<file path="src/rtl/msrv32_alu_arbiter.sv">
// rtl/msrv32_alu_arbiter.sv - two-requester round-robin front end for a shared ALU with a one-deep response register
// Optional illegal-opcode flagging is enabled by defining MSRV32_ALU_OPCODE_CHECK_EN.
module msrv32_alu_arbiter #(
  parameter int TAG_W = 4
) (
  input  logic             ms_riscv32_mp_clk_in,
  input  logic             ms_riscv32_mp_rst_in,
  input  logic             req0_valid_in,
  output logic             req0_ready_out,
  input  logic [31:0]      req0_op_1_in,
  input  logic [31:0]      req0_op_2_in,
  input  logic [3:0]       req0_opcode_in,
  input  logic [TAG_W-1:0] req0_tag_in,
  input  logic             req1_valid_in,
  output logic             req1_ready_out,
  input  logic [31:0]      req1_op_1_in,
  input  logic [31:0]      req1_op_2_in,
  input  logic [3:0]       req1_opcode_in,
  input  logic [TAG_W-1:0] req1_tag_in,
  output logic [31:0]      alu_op_1_out,
  output logic [31:0]      alu_op_2_out,
  output logic [3:0]       alu_opcode_out,
  input  logic [31:0]      alu_result_in,
  output logic             rsp_valid_out,
  input  logic             rsp_ready_in,
  output logic             rsp_id_out,
  output logic [TAG_W-1:0] rsp_tag_out,
  output logic [31:0]      rsp_result_out,
  output logic             rsp_err_out,
  output logic [15:0]      stall_cnt_out
);

  logic             slot_free;
  logic             gnt_valid;
  logic             gnt_id;
  logic             accept;
  logic             last_grant;
  logic             err_next;
  logic [TAG_W-1:0] gnt_tag;
  logic [31:0]      result_next;

  assign slot_free = !rsp_valid_out || rsp_ready_in;

  // On contention the requester that did not win last time gets the grant.
  always_comb begin
    gnt_valid = req0_valid_in || req1_valid_in;
    gnt_id    = 1'b0;
    if (req0_valid_in && req1_valid_in) begin
      gnt_id = ~last_grant;
    end else if (req1_valid_in) begin
      gnt_id = 1'b1;
    end
  end

  assign accept         = gnt_valid && slot_free && ms_riscv32_mp_rst_in;
  assign req0_ready_out = accept && !gnt_id;
  assign req1_ready_out = accept && gnt_id;

  always_comb begin
    alu_op_1_out   = '0;
    alu_op_2_out   = '0;
    alu_opcode_out = '0;
    gnt_tag        = '0;
    if (gnt_valid) begin
      if (gnt_id) begin
        alu_op_1_out   = req1_op_1_in;
        alu_op_2_out   = req1_op_2_in;
        alu_opcode_out = req1_opcode_in;
        gnt_tag        = req1_tag_in;
      end else begin
        alu_op_1_out   = req0_op_1_in;
        alu_op_2_out   = req0_op_2_in;
        alu_opcode_out = req0_opcode_in;
        gnt_tag        = req0_tag_in;
      end
    end
  end

`ifdef MSRV32_ALU_OPCODE_CHECK_EN
  always_comb begin
    err_next = 1'b1;
    case (alu_opcode_out)
      4'b0000, 4'b1000, 4'b0010, 4'b0011, 4'b0111,
      4'b0110, 4'b0100, 4'b0001, 4'b0101, 4'b1101: err_next = 1'b0;
      default: err_next = 1'b1;
    endcase
  end
  assign result_next = err_next ? 32'd0 : alu_result_in;
`else
  assign err_next    = 1'b0;
  assign result_next = alu_result_in;
`endif

  always_ff @(posedge ms_riscv32_mp_clk_in) begin
    if (!ms_riscv32_mp_rst_in) begin
      rsp_valid_out  <= 1'b0;
      rsp_id_out     <= 1'b0;
      rsp_tag_out    <= '0;
      rsp_result_out <= '0;
      rsp_err_out    <= 1'b0;
      stall_cnt_out  <= '0;
      last_grant     <= 1'b1;
    end else begin
      if (accept) begin
        rsp_valid_out  <= 1'b1;
        rsp_id_out     <= gnt_id;
        rsp_tag_out    <= gnt_tag;
        rsp_result_out <= result_next;
        rsp_err_out    <= err_next;
        last_grant     <= gnt_id;
      end else if (rsp_ready_in) begin
        rsp_valid_out <= 1'b0;
      end
      if (gnt_valid && !accept && (stall_cnt_out != 16'hFFFF)) begin
        stall_cnt_out <= stall_cnt_out + 16'd1;
      end
    end
  end

endmodule

</file>
<file path="config.mk">
export PLATFORM = sky130hd
export DESIGN_NAME = msrv32_alu_arbiter
export DESIGN_NICKNAME = d
export VERILOG_FILES = /design/src/rtl/msrv32_alu_arbiter.sv
export SDC_FILE = /design/constraint.sdc
export NUM_CORES = 1
export LEC_CHECK = 0
export CAP_MARGIN = 25
export CORE_AREA = 2 2 118 120
export CTS_BUF_LIST = sky130_fd_sc_hd__clkbuf_8
export DETAILED_ROUTE_END_ITERATION = 8
export DIE_AREA = 0 0 120 122
export PLACE_DENSITY_LB_ADDON = 0.2
export SYNTH_ARGS = -nofsm -noshare
export SYNTH_HDL_FRONTEND = slang
export SYNTH_SLANG_ARGS = --single-unit
</file>
<file path="constraint.sdc">
create_clock -name ms_riscv32_mp_clk_in -period 2 [get_ports ms_riscv32_mp_clk_in]
set_input_delay 0.4 -clock ms_riscv32_mp_clk_in [delete_from_list [all_inputs] [get_ports ms_riscv32_mp_clk_in]]
set_output_delay 0.4 -clock ms_riscv32_mp_clk_in [all_outputs]
set_load 0.02 [all_outputs]
</file>
==> results of run 1 <==
==> metrics by stage <==
| stage | setup WS [ps] | instances | TNS, ps |
|---|---|---|---|
| 3_3_place_gp | -666 | 973 | -42490 |
| 3_5_place_dp | -705 | 973 | -44760 |
| 6_report | -27.3 | 999 | -61.3 |
| 2_1_floorplan | 82.3 | 503 | 0 |
| 5_1_grt | -97.1 | 999 | -1170 |
| 4_1_cts | -114 | 995 | -2750 |
==> state kept, by name, summed over array words and instances (netlist names) <==
register,cells
last_grant,1
rsp_id_out,1
rsp_result_out,32
rsp_tag_out,4
rsp_valid_out,1
stall_cnt_out,16
==> synth_stat cells (all sizes together), types with 4 or more instances <==
cell and count:
clkbuf 28, nand2 215, buf 12, mux2i 8
a211oi 5, a21oi 45, nor2 6, o21ai 73
or4 7, nor4 4, o31ai 6, nand2b 5
dfxtp 55, nand3 4
==> logic make-up after synthesis <==
group           count (synthesis)
buf+inv                        43
mux                             8
flops                          55
other cells                     1
compound gates                136
fa+ha+maj                       1
simple gates                  259
==> what timing repair did <==
item / CTS / global route
setup endpoints to repair: 70 / 68
cloned: 6 / 4
gates resized for setup: 381 / 169
hold buffers: 0 / 0
pin swaps: 2 / 10
setup buffers: 8 / 3
==> routing by layer <==
metal  GRT usage [%]  up-vias
li1                -     2333
met1            23.6     2161
met5               0        -
met4            5.59        0
met2            37.3      184
met3            5.81       22
==> power by group through the flow <==
stage                     Combinational [W]  Clock (W)  Sequential (W)
after global placement              0.00140          0         0.00121
after CTS                           0.00145   0.000808         0.00119
after global routing                0.00172   0.000851         0.00120
after floorplan                    0.000487          0         0.00128
after detailed placement            0.00141          0         0.00121
final                               0.00161   0.000778         0.00119
==> cell type report <==
type,count,area (um2),area share [%]
flip-flops and latches,55,1100,15.3
well taps,180,225,3.12
clock inverters,3,47.5,0.659
repair buffers,348,3540,49.1
multi-input cells,405,2220,30.7
inverters,3,11.3,0.156
clock buffers,5,68.8,0.954
==> placed cells by master, fill, tap and decap left out, drive strengths merged, types with 6 or more instances in the layout <==
cell / instances
clkbuf: 8
or4: 7
nand2: 215
o21ai: 73
nor2: 6
a21oi: 45
clkdlybuf4s50: 232
dfxtp: 55
buf: 112
o31ai: 6
mux2i: 8
==> final timing paths <==
| kind | to | cells after the start | slack [ps] | from |
|---|---|---|---|---|
| max | alu_op_2_out[11] | 8 | -30 | req1_valid_in |
| min | rsp_result_out[12]$_SDFFE_PN0P_ | 2 | 460 | rsp_result_out[12]$_SDFFE_PN0P_ |
| max reg2reg | stall_cnt_out[3]$_SDFFE_PN0P_ | 5 | 170 | stall_cnt_out[0]$_SDFFE_PN0P_ |
| min reg2reg | rsp_result_out[12]$_SDFFE_PN0P_ | 2 | 460 | rsp_result_out[12]$_SDFFE_PN0P_ |
==> critical path: stages <==
cell,delay [ps]
dlygate4sd2_1,250
a21boi_4,150
buf_12,140
buf_12,130
buf_16,130
buf_8,120
o21ai_1,140
buf_4,170
==> flow_summary.toml, run 1 <==
[outcome]
status = "complete, but fails checks"
violations = "setup timing"

[synthesis]
ys.flop_type = "dfxtp_1"
synthAdderAreaFrac_pct = 0.387
synth-edff-count = 0
synth_top_family_by_area = "simple AND/OR/NAND/NOR gates"
yosysTopAreaCell = "dfxtp_1"
synth_top_area_share_pct = 34.0
syn_nets = 685
ys_ff_latch = 55
synth_area_mm2 = 0.00324
synth_cell_types = 41
yosys_warnings = 0
syn_inst = 503
synthTopCellsByArea = "dfxtp_1 34%, nand2_1 25%, o21ai_0 11%"
ys_seq_area_share_pct = 34.0
syn_area_per_cell_um2 = 6.43
muxShareOfSynthArea_pct = 2.47
synth_simple_gate_area_share_pct = 34.5
async_reset_ff_share_pct = 0
synth_compound_area_share_pct = 22.8
synth_xor_area_share_pct = 0

[placement]
place.gp.congestion = 0.914
dpl_cell_area_mm2 = 0.00658
post-dp-hpwl_mm = 12.1
io_buffers = 304

[final_layout]
insertedDiodeCount = 0
syn2layout_area_growth_pct = 123
finalNetCount = 1000
fin_area_mm2 = 0.00721
n_fill_cell = 1262
finish.utilization_pct = 53.4
drive_above_1_share_pct = 25.3

[floorplanning]
die_h_um = 122
initial_core_util_pct = 24.0
io_pins = 306
fp.dieW_um = 120
die_area_mm2 = 0.0146
row_count = 43
core_region_area_mm2 = 0.0135

[cts]
htree_levels = 2
cts_buffer_depth = 2
cts_buffers = 5
clock-sinks = 55
ctsRootBufferMaster = "clkbuf_8"
clk_pin_slew_ps = 100
clock_latency_ps = 310
cts_tree = "yes"

[critical_path]
crit_type = "in -> out"
arrival_ps = 1630
crit_fanout = 7
cp-start-kind = "primary input"
required_ps = 1600
end_kind = "output pin"

[global_routing]
grt.overflow.total = 0
grt_max_degree = 73
grt_pass1_vias = 4318
grt_pass1_wl_mm = 23.7
grt_use_total_pct = 20.6
antenna_found_initial = 0

[sta]
rsz0062_at_grt = "true"
max-slew-margin-rel_pct = 64.5
worst_slew_pin_slew_ps = 533
maxSlewViolCount = 0
finalCritPeriodShare_pct = 101
fmax_ghz = 0.493
setup_violations = 4
finClkSkew_ps = 3.32
finalWorstSetupSlack_ps = -27.3
min_period_ps = 2030
worst_hold_slack_ps = 459
hold_viol = 0

[flow_run]
max-cap-violations = 0

[drt]
routed-wl-met3_mm = 1.27
wirelength_mm = 16.6
antenna_left = 0
m1WireLength_mm = 6.37
drt_iter0_drc = 271
num_vias = 4700
dr_wl_met2_mm = 8.67
post_drt_wl_per_cell_um = 16.7
drc_errors = 0
drt_first_pass_iters = 4
vias_per_cell = 4.70
top_layer = "met4"

[hold_path]
hold_class = "reg -> reg"

[power_and_ir_drop]
p_int_w = 0.00240
power.total_w = 0.00358
swShare_pct = 33.0
p_leak_nw = 2.91
power_frac_clock_pct = 21.7
powerDensity_mw_per_mm2 = 496
p_switching_w = 0.00118
p_comb_share_pct = 45.0
ir_drop_mv = 0.649
seqPwrFrac_pct = 33.2
Note: power is estimated with default switching activity, not from simulation.
==> inputs of run 2 (changes only) <==
DONT_BUFFER_PORTS = 1   (was unset)
GPL_ROUTABILITY_DRIVEN = 0   (was unset)
==> run 2 against run 1 <==
Compared with the run above: the flow now finishes without violations; combinational power is 55% lower; wire length is 23% lower; sequential share of layout area is 12 points higher; non-clock buffer count is 276 lower; clock-buffer cell count is 1 higher; cell count is 28% lower; die area stayed put; final area is 44% lower; core utilization is 24 points lower; critical path depth is 3 lower; via count is 23% lower; sequential power is 7% higher.
==> flow_summary.toml, run 2 (synthesis results as in run 1) <==
[drt]
m1WireLength_mm = 4.87
post_drt_wl_per_cell_um = 17.7
drt_iter0_drc = 215
antenna_left = 0
wirelength_mm = 12.8
drt_first_pass_iters = 4
vias_per_cell = 5.02
top_layer = "met4"
drc_errors = 0
num_vias = 3636
dr_wl_met2_mm = 6.20
routed-wl-met3_mm = 1.36

[cts]
ctsRootBufferMaster = "clkbuf_8"
cts_buffer_depth = 2
htree_levels = 2
cts_buffers = 5
cts_tree = "yes"
clock-sinks = 55
clock_latency_ps = 310
clk_pin_slew_ps = 100

[global_routing]
grt.overflow.total = 0
grt_pass1_wl_mm = 17.7
grt_use_total_pct = 15.5
grt_pass1_vias = 3101
grt_max_degree = 93
antenna_found_initial = 1

[power_and_ir_drop]
seqPwrFrac_pct = 45.9
p_int_w = 0.00182
p_leak_nw = 1.61
swShare_pct = 34.2
powerDensity_mw_per_mm2 = 687
p_switching_w = 0.000943
ir_drop_mv = 0.382
p_comb_share_pct = 26.0
power_frac_clock_pct = 28.1

[placement]
place_ws_ps = 200
post-dp-hpwl_mm = 9.93
io_buffers = 0
dp.cells = 712

[sta]
maxSlewViolCount = 0
finalCritPeriodShare_pct = 99.2
finClkSkew_ps = 6.69
fmax_ghz = 0.504
min_period_ps = 1980
finalWorstSetupSlack_ps = 16.0
rsz0062_at_grt = "true"
worst_slew_pin_slew_ps = 669
max-slew-margin-rel_pct = 54.9
hold_viol = 0
setup_violations = 0

[critical_path]
cp-start-kind = "flip-flop"
crit_chain = "a21boi_4 -> buf_12 -> nand2_1 -> o21ai_0 -> buf_4"
arrival_ps = 1580
critPathSlowestCell = "dfxtp_2"
regToRegSetupSlack_ps = 240
required_ps = 1600
cp_num_buf_inv = 2
slowest_delay_ps = 350
crit_fanout = 92
crit_type = "reg -> out"
end_kind = "output pin"
cp_top_family = "buffers and inverters"

[flow_run]
max-cap-violations = 0

[floorplanning]
initial_core_util_pct = 24.0
die_area_mm2 = 0.0146
row_count = 43
die_h_um = 122
core_region_area_mm2 = 0.0135
io_pins = 306
fp.dieW_um = 120

[final_layout]
largestRegisters = "rsp_result_out x32, stall_cnt_out x16, rsp_tag_out x4"
layout_common_cells = "215 x nand2_1, 69 x buf_4, 54 x dfxtp_1"
largest_reg_flops = 32
finish.utilization_pct = 29.8
syn2layout_area_growth_pct = 24.2
layout_commonest_cell = "nand2_1"
n_fill_cell = 1512
largest-register = "rsp_result_out"
finalNetCount = 724
drive_above_1_share_pct = 17.7
stdcell_count = 724

[outcome]
status = "finished, final reports clean"

[hold_path]
hold_class = "in -> reg"
## run 2: worst paths after layout
| kind | start | end | cells after the start |
|---|---|---|---|
| setup / recovery | last_grant$_SDFFE_PN1P_ | alu_op_2_out[1] | 5 |
| hold / removal | ms_riscv32_mp_rst_in | last_grant$_SDFFE_PN1P_ | 1 |
| setup reg to reg | stall_cnt_out[0]$_SDFFE_PN0P_ | stall_cnt_out[3]$_SDFFE_PN0P_ | 5 |
| hold reg to reg | last_grant$_SDFFE_PN1P_ | last_grant$_SDFFE_PN1P_ | 2 |
## run 2: power groups by stage
stage | Sequential [W] | Combinational [W] | Clock [W]
after floorplan | 0.00128 | 0.000487 | 0
after global placement | 0.00129 | 0.000701 | 0
after detailed placement | 0.00129 | 0.000710 | 0
after CTS | 0.00127 | 0.000710 | 0.000815
after global routing | 0.00127 | 0.000789 | 0.000847
final | 0.00127 | 0.000718 | 0.000775
## run 2: cell type report
cell class | instances | area, um2 | share of cell area, %
timing repair buffer | 72 | 583 | 14.5
multi-input combinational | 405 | 1980 | 49.2
antenna | 1 | 2.50 | 0.0623
tap | 180 | 225 | 5.61
inverter | 3 | 11.3 | 0.280
clock buffer | 6 | 82.6 | 2.06
sequential | 55 | 1100 | 27.4
clock inverter | 2 | 35.0 | 0.872
## run 2: worst reg2reg max path, cell delays in order (launching register included)
cell	delay [ps]
dfxtp_1	320
ha_1	210
and4_1	250
and4bb_4	280
or4_1	480
a21oi_1	140
## run 2: timing repair
item                                    4_1_cts  5_1_grt
pin swaps                                     0        0
hold buffers                                  0        0
endpoints found under the setup margin       21       51
gates cloned                                  0        1
endpoints found under the hold margin         0        0
buffers inserted                              0        2
gates resized for setup                       2        5
## run 2: per-stage QoR
stage	cell area (um2)	total power, W	setup TNS [ps]	hold WS (ps)
global placement	3840	0.00199	0	477
global route	4020	0.00291	-2300	149
finish	4020	0.00276	0	159
CTS	3960	0.00279	-183	144
floorplan	3240	0.00177	0	462
detailed placement	3840	0.00200	0	486
## run 2: metal layers
layer / vias to the layer above / global-route usage, %
met5: - / 0
met4: 0 / 5.96
met3: 21 / 5.62
met2: 196 / 25.9
met1: 1650 / 18.1
li1: 1769 / -
